**config.mk**
```make
export PLATFORM = sky130hd
export DESIGN_NAME = instr_fetch
export DESIGN_NICKNAME = d
export VERILOG_FILES = /design/src/rtl/instr_fetch.sv
export SDC_FILE = /design/constraint.sdc
export NUM_CORES = 1
export LEC_CHECK = 0
export BUFFER_PORTS_ARGS = -buffer_cell sky130_fd_sc_hd__clkbuf_2
export CORE_MARGIN = 3
export CORE_UTILIZATION = 50
export DETAILED_ROUTE_END_ITERATION = 10
export GPL_TIMING_DRIVEN = 0
export PLACE_DENSITY = 0.74
export RECOVER_POWER = 50
export SYNTH_ARGS = -nofsm -noshare
export SYNTH_HDL_FRONTEND = slang
export SYNTH_SLANG_ARGS = --single-unit
```
**constraint.sdc**
```tcl
create_clock -name clk -period 6.5 [get_ports clk]
set_input_delay 1.3 -clock clk [delete_from_list [all_inputs] [get_ports clk]]
set_output_delay 1.3 -clock clk [all_outputs]
set_load 0.05 [all_outputs]
```
**src/rtl/instr_fetch.sv**
```systemverilog
// Instruction fetch stage: owns the program counter, issues one-word reads to a
// synchronous instruction memory and buffers returned words in a 2-entry FIFO
// that feeds the decoder through a valid/stall handshake. Branch redirects
// flush everything in flight; the all-ones halt word stops fetching.
module instr_fetch #(
  parameter int                ADDR_W   = 8,
  parameter logic [ADDR_W-1:0] RESET_PC = '0
) (
  input  logic              clk,
  input  logic              rst,
  input  logic              en,
  input  logic              stall,
  input  logic              branch_valid,
  input  logic [ADDR_W-1:0] branch_target,
  output logic              imem_req,
  output logic [ADDR_W-1:0] imem_addr,
  input  logic [31:0]       imem_rdata,
  output logic [31:0]       instruction,
  output logic              instr_valid,
  output logic [ADDR_W-1:0] pc,
  output logic              halted
);

  typedef enum logic {RUN = 1'b0, HALT = 1'b1} state_t;

  localparam logic [31:0] HALT_WORD = 32'hFFFF_FFFF;

  state_t            state_q, state_d;
  logic [ADDR_W-1:0] fetchPc_q, fetchPc_d;
  logic              inflight_q, inflight_d;
  logic [ADDR_W-1:0] inflightAddr_q, inflightAddr_d;
  logic [1:0]        count_q, count_d;
  logic [31:0]       headWord_q, headWord_d;
  logic [ADDR_W-1:0] headAddr_q, headAddr_d;
  logic [31:0]       tailWord_q, tailWord_d;
  logic [ADDR_W-1:0] tailAddr_q, tailAddr_d;

  logic       pop;
  logic       push;
  logic       haltHit;
  logic       isHaltWord;
  logic       creditOk;
  logic       issue;
  logic       pushFull;
  logic [2:0] occupancy;

  // The decoder takes the head whenever it is valid and not stalled.
  assign pop        = (count_q != 2'd0) & ~stall;
  assign isHaltWord = (imem_rdata == HALT_WORD);
  assign haltHit    = inflight_q & (state_q == RUN) & isHaltWord;
  assign push       = inflight_q & (state_q == RUN) & ~isHaltWord;

  // Buffered plus outstanding words, less the one leaving this cycle, must
  // stay below the FIFO depth so a returning word always has a slot.
  assign occupancy = {1'b0, count_q} + {2'b00, inflight_q};
  assign creditOk  = occupancy < (3'd2 + {2'b00, pop});
  assign issue     = ~rst & (state_q == RUN) & en & ~branch_valid & creditOk;

  assign imem_req  = issue;
  assign imem_addr = fetchPc_q;

  assign instruction = headWord_q;
  assign pc          = headAddr_q;
  assign instr_valid = (count_q != 2'd0);
  assign halted      = (state_q == HALT) & (count_q == 2'd0);

  // Next-state logic: branch flushes everything, otherwise halt detection and the FIFO push/pop.
  always_comb begin
    state_d        = state_q;
    fetchPc_d      = fetchPc_q;
    inflight_d     = issue;
    inflightAddr_d = inflightAddr_q;
    count_d        = count_q;
    headWord_d     = headWord_q;
    headAddr_d     = headAddr_q;
    tailWord_d     = tailWord_q;
    tailAddr_d     = tailAddr_q;

    if (issue) begin
      fetchPc_d      = fetchPc_q + ADDR_W'(1);
      inflightAddr_d = fetchPc_q;
    end

    if (branch_valid) begin
      state_d    = RUN;
      fetchPc_d  = branch_target;
      inflight_d = 1'b0;
      count_d    = 2'd0;
      headWord_d = '0;
      headAddr_d = '0;
      tailWord_d = '0;
      tailAddr_d = '0;
    end else begin
      if (haltHit) begin
        state_d = HALT;
      end
      unique case ({push, pop})
        2'b11: begin
          if (count_q == 2'd1) begin
            headWord_d = imem_rdata;
            headAddr_d = inflightAddr_q;
          end else begin
            headWord_d = tailWord_q;
            headAddr_d = tailAddr_q;
            tailWord_d = imem_rdata;
            tailAddr_d = inflightAddr_q;
          end
        end
        2'b10: begin
          if (count_q == 2'd0) begin
            headWord_d = imem_rdata;
            headAddr_d = inflightAddr_q;
          end else begin
            tailWord_d = imem_rdata;
            tailAddr_d = inflightAddr_q;
          end
          count_d = count_q + 2'd1;
        end
        2'b01: begin
          headWord_d = tailWord_q;
          headAddr_d = tailAddr_q;
          tailWord_d = '0;
          tailAddr_d = '0;
          count_d    = count_q - 2'd1;
        end
        default: begin
        end
      endcase
    end
  end

  // State registers; reset clears everything at once, dropping any in-flight return.
  always_ff @(posedge clk or posedge rst) begin
    if (rst) begin
      state_q        <= RUN;
      fetchPc_q      <= RESET_PC;
      inflight_q     <= 1'b0;
      inflightAddr_q <= '0;
      count_q        <= 2'd0;
      headWord_q     <= '0;
      headAddr_q     <= '0;
      tailWord_q     <= '0;
      tailAddr_q     <= '0;
    end else begin
      state_q        <= state_d;
      fetchPc_q      <= fetchPc_d;
      inflight_q     <= inflight_d;
      inflightAddr_q <= inflightAddr_d;
      count_q        <= count_d;
      headWord_q     <= headWord_d;
      headAddr_q     <= headAddr_d;
      tailWord_q     <= tailWord_d;
      tailAddr_q     <= tailAddr_d;
    end
  end

  // A push into a full FIFO with no pop would mean the credit check is broken.
  assign pushFull = push & ~pop & ~branch_valid & (count_q == 2'd2);

  pushIntoFull: assert property (@(posedge clk) disable iff (rst) !pushFull);

endmodule
```
==> metrics.md <==
| Metric | Value |
|---|---|
| Synth Warn # | `0` |
| Routed length per instance | `15.6 um` |
| Arrival time worst endpoint | `3.47 ns` |
| Minimum hold slack | `0.487 ns` |
| Setup violators final | `0` |
| Routed vias | `3972` |
| CTS sink cnt | `100` |
| Latest clock arrival within the worst-skew pair | `0.36 ns` |
| Post-CTS sizing | `0` |
| Top Ports | `96` |
| Max-cap viol count | `1` |
| # diodes | `0` |
| Failing checks | `capacitance limit, slew limit` |
| Antenna Violating Nets Remaining | `0` |
| Final Cycle Share | `73.5%` |
| Dominant cells by area after synthesis | `dfrtp_1 55%, nand2_1 12%, o21ai_0 8.1%, a22oi_1 6.8%, ha_1 2.2%` |
| Total CTS buffers | `9` |
| Root Buffer | `clkbuf_8` |
| Top layer in use | `met4` |
| Worst reg-to-reg setup slack | `3.73 ns` |
| Design area | `5310 um^2` |
| Final Skew | `0.0179 ns` |
| Crit path time final | `4.77 ns` |
| Initial antenna violation count | `0` |
| CTS Hold Buffers Added | `0` |
| Most common cell after layout, fill and taps aside | `nand2_1` |
| Layout cells sized above 1 | `20.6%` |
| Total GRT Usage | `22.2%` |
| Core area | `8760 um^2` |
| DR vias/cell | `5.67` |
| TritonCTS clock tree | `yes` |
| Worst Path Max Fanout | `10` |
| Critical path data required time | `5.20 ns` |
| Clock H-tree levels | `3` |
| Grt total ovfl | `0` |
| Dpl hpwl | `7920 um` |
| Metal3 WL | `675 um` |
| Commonest non-fill, non-tap cells in the layout | `147 x nand2_1, 100 x dfrtp_1, 84 x clkbuf_2` |
| Outcome | `finished with violations` |
| Inst Count DP | `684` |
| Yosys reg bits | `100` |
| Setup Buffers After CTS | `0` |
| Synthesized instance count | `480` |
| PwrDens | `400 nW/um^2` |
| Mean Syn Cell Area | `9.42 um^2` |
| Startpoint Class | `primary input` |
| RSZ-0062 raised after global routing | `false` |
| Fin util | `60.6%` |
| CTS Buffer Depth | `2` |
| Slew @ Worst Pin | `2.16 ns` |
| Crit-path cells | `clkbuf_1, nor4b_1, nand3b_4, inv_1, clkbuf_1, clkbuf_2` |
| Critical path type | `in2out` |
| First drt pass iteration count | `7` |
| PortBufs | `95` |
| Final Hold Vio Count | `0` |
| Post-synthesis net count | `533` |
| Worst hold path class | `reg2reg` |
| CP peak stage delay | `0.90 ns` |
| Die ar. | `10200 um^2` |
| Met2 wire len | `5400 um` |
| Peak Freq | `209 MHz` |
| Vias in the first global route | `3759` |
| Worst setup EP type | `output port` |
| Placed cell area | `5160 um^2` |
| Cell Area, Synth | `4520 um^2` |
| Rows | `34` |
| First-pass GRT wire length | `18300 um` |
| Largest area contributor in the netlist | `dfrtp_1` |
| DRC errors left | `0` |
| Initial Util | `51.6%` |
| Static Leak | `2.52 nW` |
| WL met1 | `4760 um` |
| Peak VDD IR | `0.152 mV` |
| Clock-pin slew on the worst setup and hold paths | `0.09 ns` |
| Max_slew headroom | `-45.0%` |
| Die width | `101 um` |
| Yosys top cell area share | `55.3%` |
| Netlist cell types | `40` |
| Final wirelength | `10900 um` |
| Largest net degree at the start of global routing | `56` |
| Area Overhead vs Synth | `17.4%` |
| Nets | `640` |
| Slew Limit Fails | `46` |
| Slowest CP cell | `nor4b_1` |
| Setup_tns | `0 ns` |
| Post-synthesis sequential area ratio | `55.3%` |
| Final Wtd Congestion | `0.838` |
| Number of DRC markers in iteration 0 | `231` |
| Final cell count without fillers | `700` |
| Die Height | `101 um` |
| Most used cell along the critical path | `clkbuf_1` |
[Yosys cell counts]
cell      count
dfrtp_1     100
mux2_2        1
nor4b_4       1
a21o_1        3
or2_1         1
inv_1         6
nand4_1       9
o21bai_1      1
nand3_1       3
nor4_1        2
mux2i_1       1
o21ai_0      73
a22oi_1      41
nor4_2        1
o31ai_4       1
o21ai_1       7
nor3b_1       2
a221o_1       7
and3b_2       1
a211oi_1      2
nor2_1        8
clkbuf_1     16
ha_1          8
a31oi_1       4
nand3b_4      1
buf_1         1
a21oi_2       2
nor3_1        3
buf_2        13
buf_4         2
nand2_1     147
a221oi_1      1
inv_2         1
xnor2_1       1
and3_1        2
nand2b_1      2
a21oi_1       2
nand3b_1      1
and2_2        1
or2_2         1
[layer usage]
layer | up-vias | global-route usage [%]
li1 | 1895 | -
met4 | 0 | 6.65
met1 | 1933 | 31.4
met5 | - | 0
met3 | 13 | 2.91
met2 | 131 | 36.0
[where the power goes]
| part | internal, mW | switching, mW | leakage [nW] |
|---|---|---|---|
| clock | 0.155 | 0.219 | 0.0909 |
| sequential | 0.774 | 0.0991 | 1.32 |
| combinational | 0.231 | 0.645 | 1.11 |
[critical path: cells and delay by family]
family / cells / cell delay, ns
buffers and inverters: 4 / 1.02
and+or+nand+nor: 2 / 1.15
[kinds of logic (layout without fill, tap and decap cells)]
logic type | count (synthesis) | in the layout | share of synthesized area (%)
muxes | 2 | 2 | 0.470
buffers and inverters | 39 | 151 | 3.76
and+or+nand+nor | 186 | 186 | 18.0
adders and majority gates | 8 | 8 | 2.21
DFF | 100 | 100 | 55.3
AOI/OAI and AO/OA | 144 | 144 | 20.0
xor gates and xnor gates | 1 | 1 | 0.194
[flip-flops by register name, summed over array words and instances (netlist names)]
name and cells:
count_q 2, imem_addr 8, instruction 32, inflight_q 1
tailAddr_q 8, tailWord_q 32, pc 8, state_q 1
inflightAddr_q 8
[worst paths after layout]
kind	startpoint	end	depth (start not counted)
setup / recovery	rst	imem_req	6
hold / removal	instruction[9]$_DFFE_PP0P_	instruction[9]$_DFFE_PP0P_	2
setup reg to reg	inflight_q$_DFF_PP0_	imem_addr[1]$_DFFE_PP0P_	8
hold reg to reg	instruction[9]$_DFFE_PP0P_	instruction[9]$_DFFE_PP0P_	2
max in group asynchronous	rst	instruction[15]$_DFFE_PP0P_	2
min in group asynchronous	rst	imem_addr[5]$_DFFE_PP0P_	2
[through the flow]
step,worst slack [ns],total power [mW]
after floorplan,2.58,1.52
after global routing,1.49,2.25
final,1.73,2.12
after detailed placement,2.43,1.77
after CTS,2.56,2.14
after global placement,1.44,1.74
[final cells by class]
class | count | area [um^2]
Buffer | 32 | 139
Clock buffer | 11 | 141
Sequential cell | 100 | 2500
Inverter | 7 | 27.5
Tap cell | 108 | 135
Fill cell | 784 | 3450
Timing Repair Buffer | 96 | 489
Clock inverter | 5 | 42.5
Multi-Input combinational cell | 341 | 1830
No activity file was read; power rests on OpenSTA's default activity.
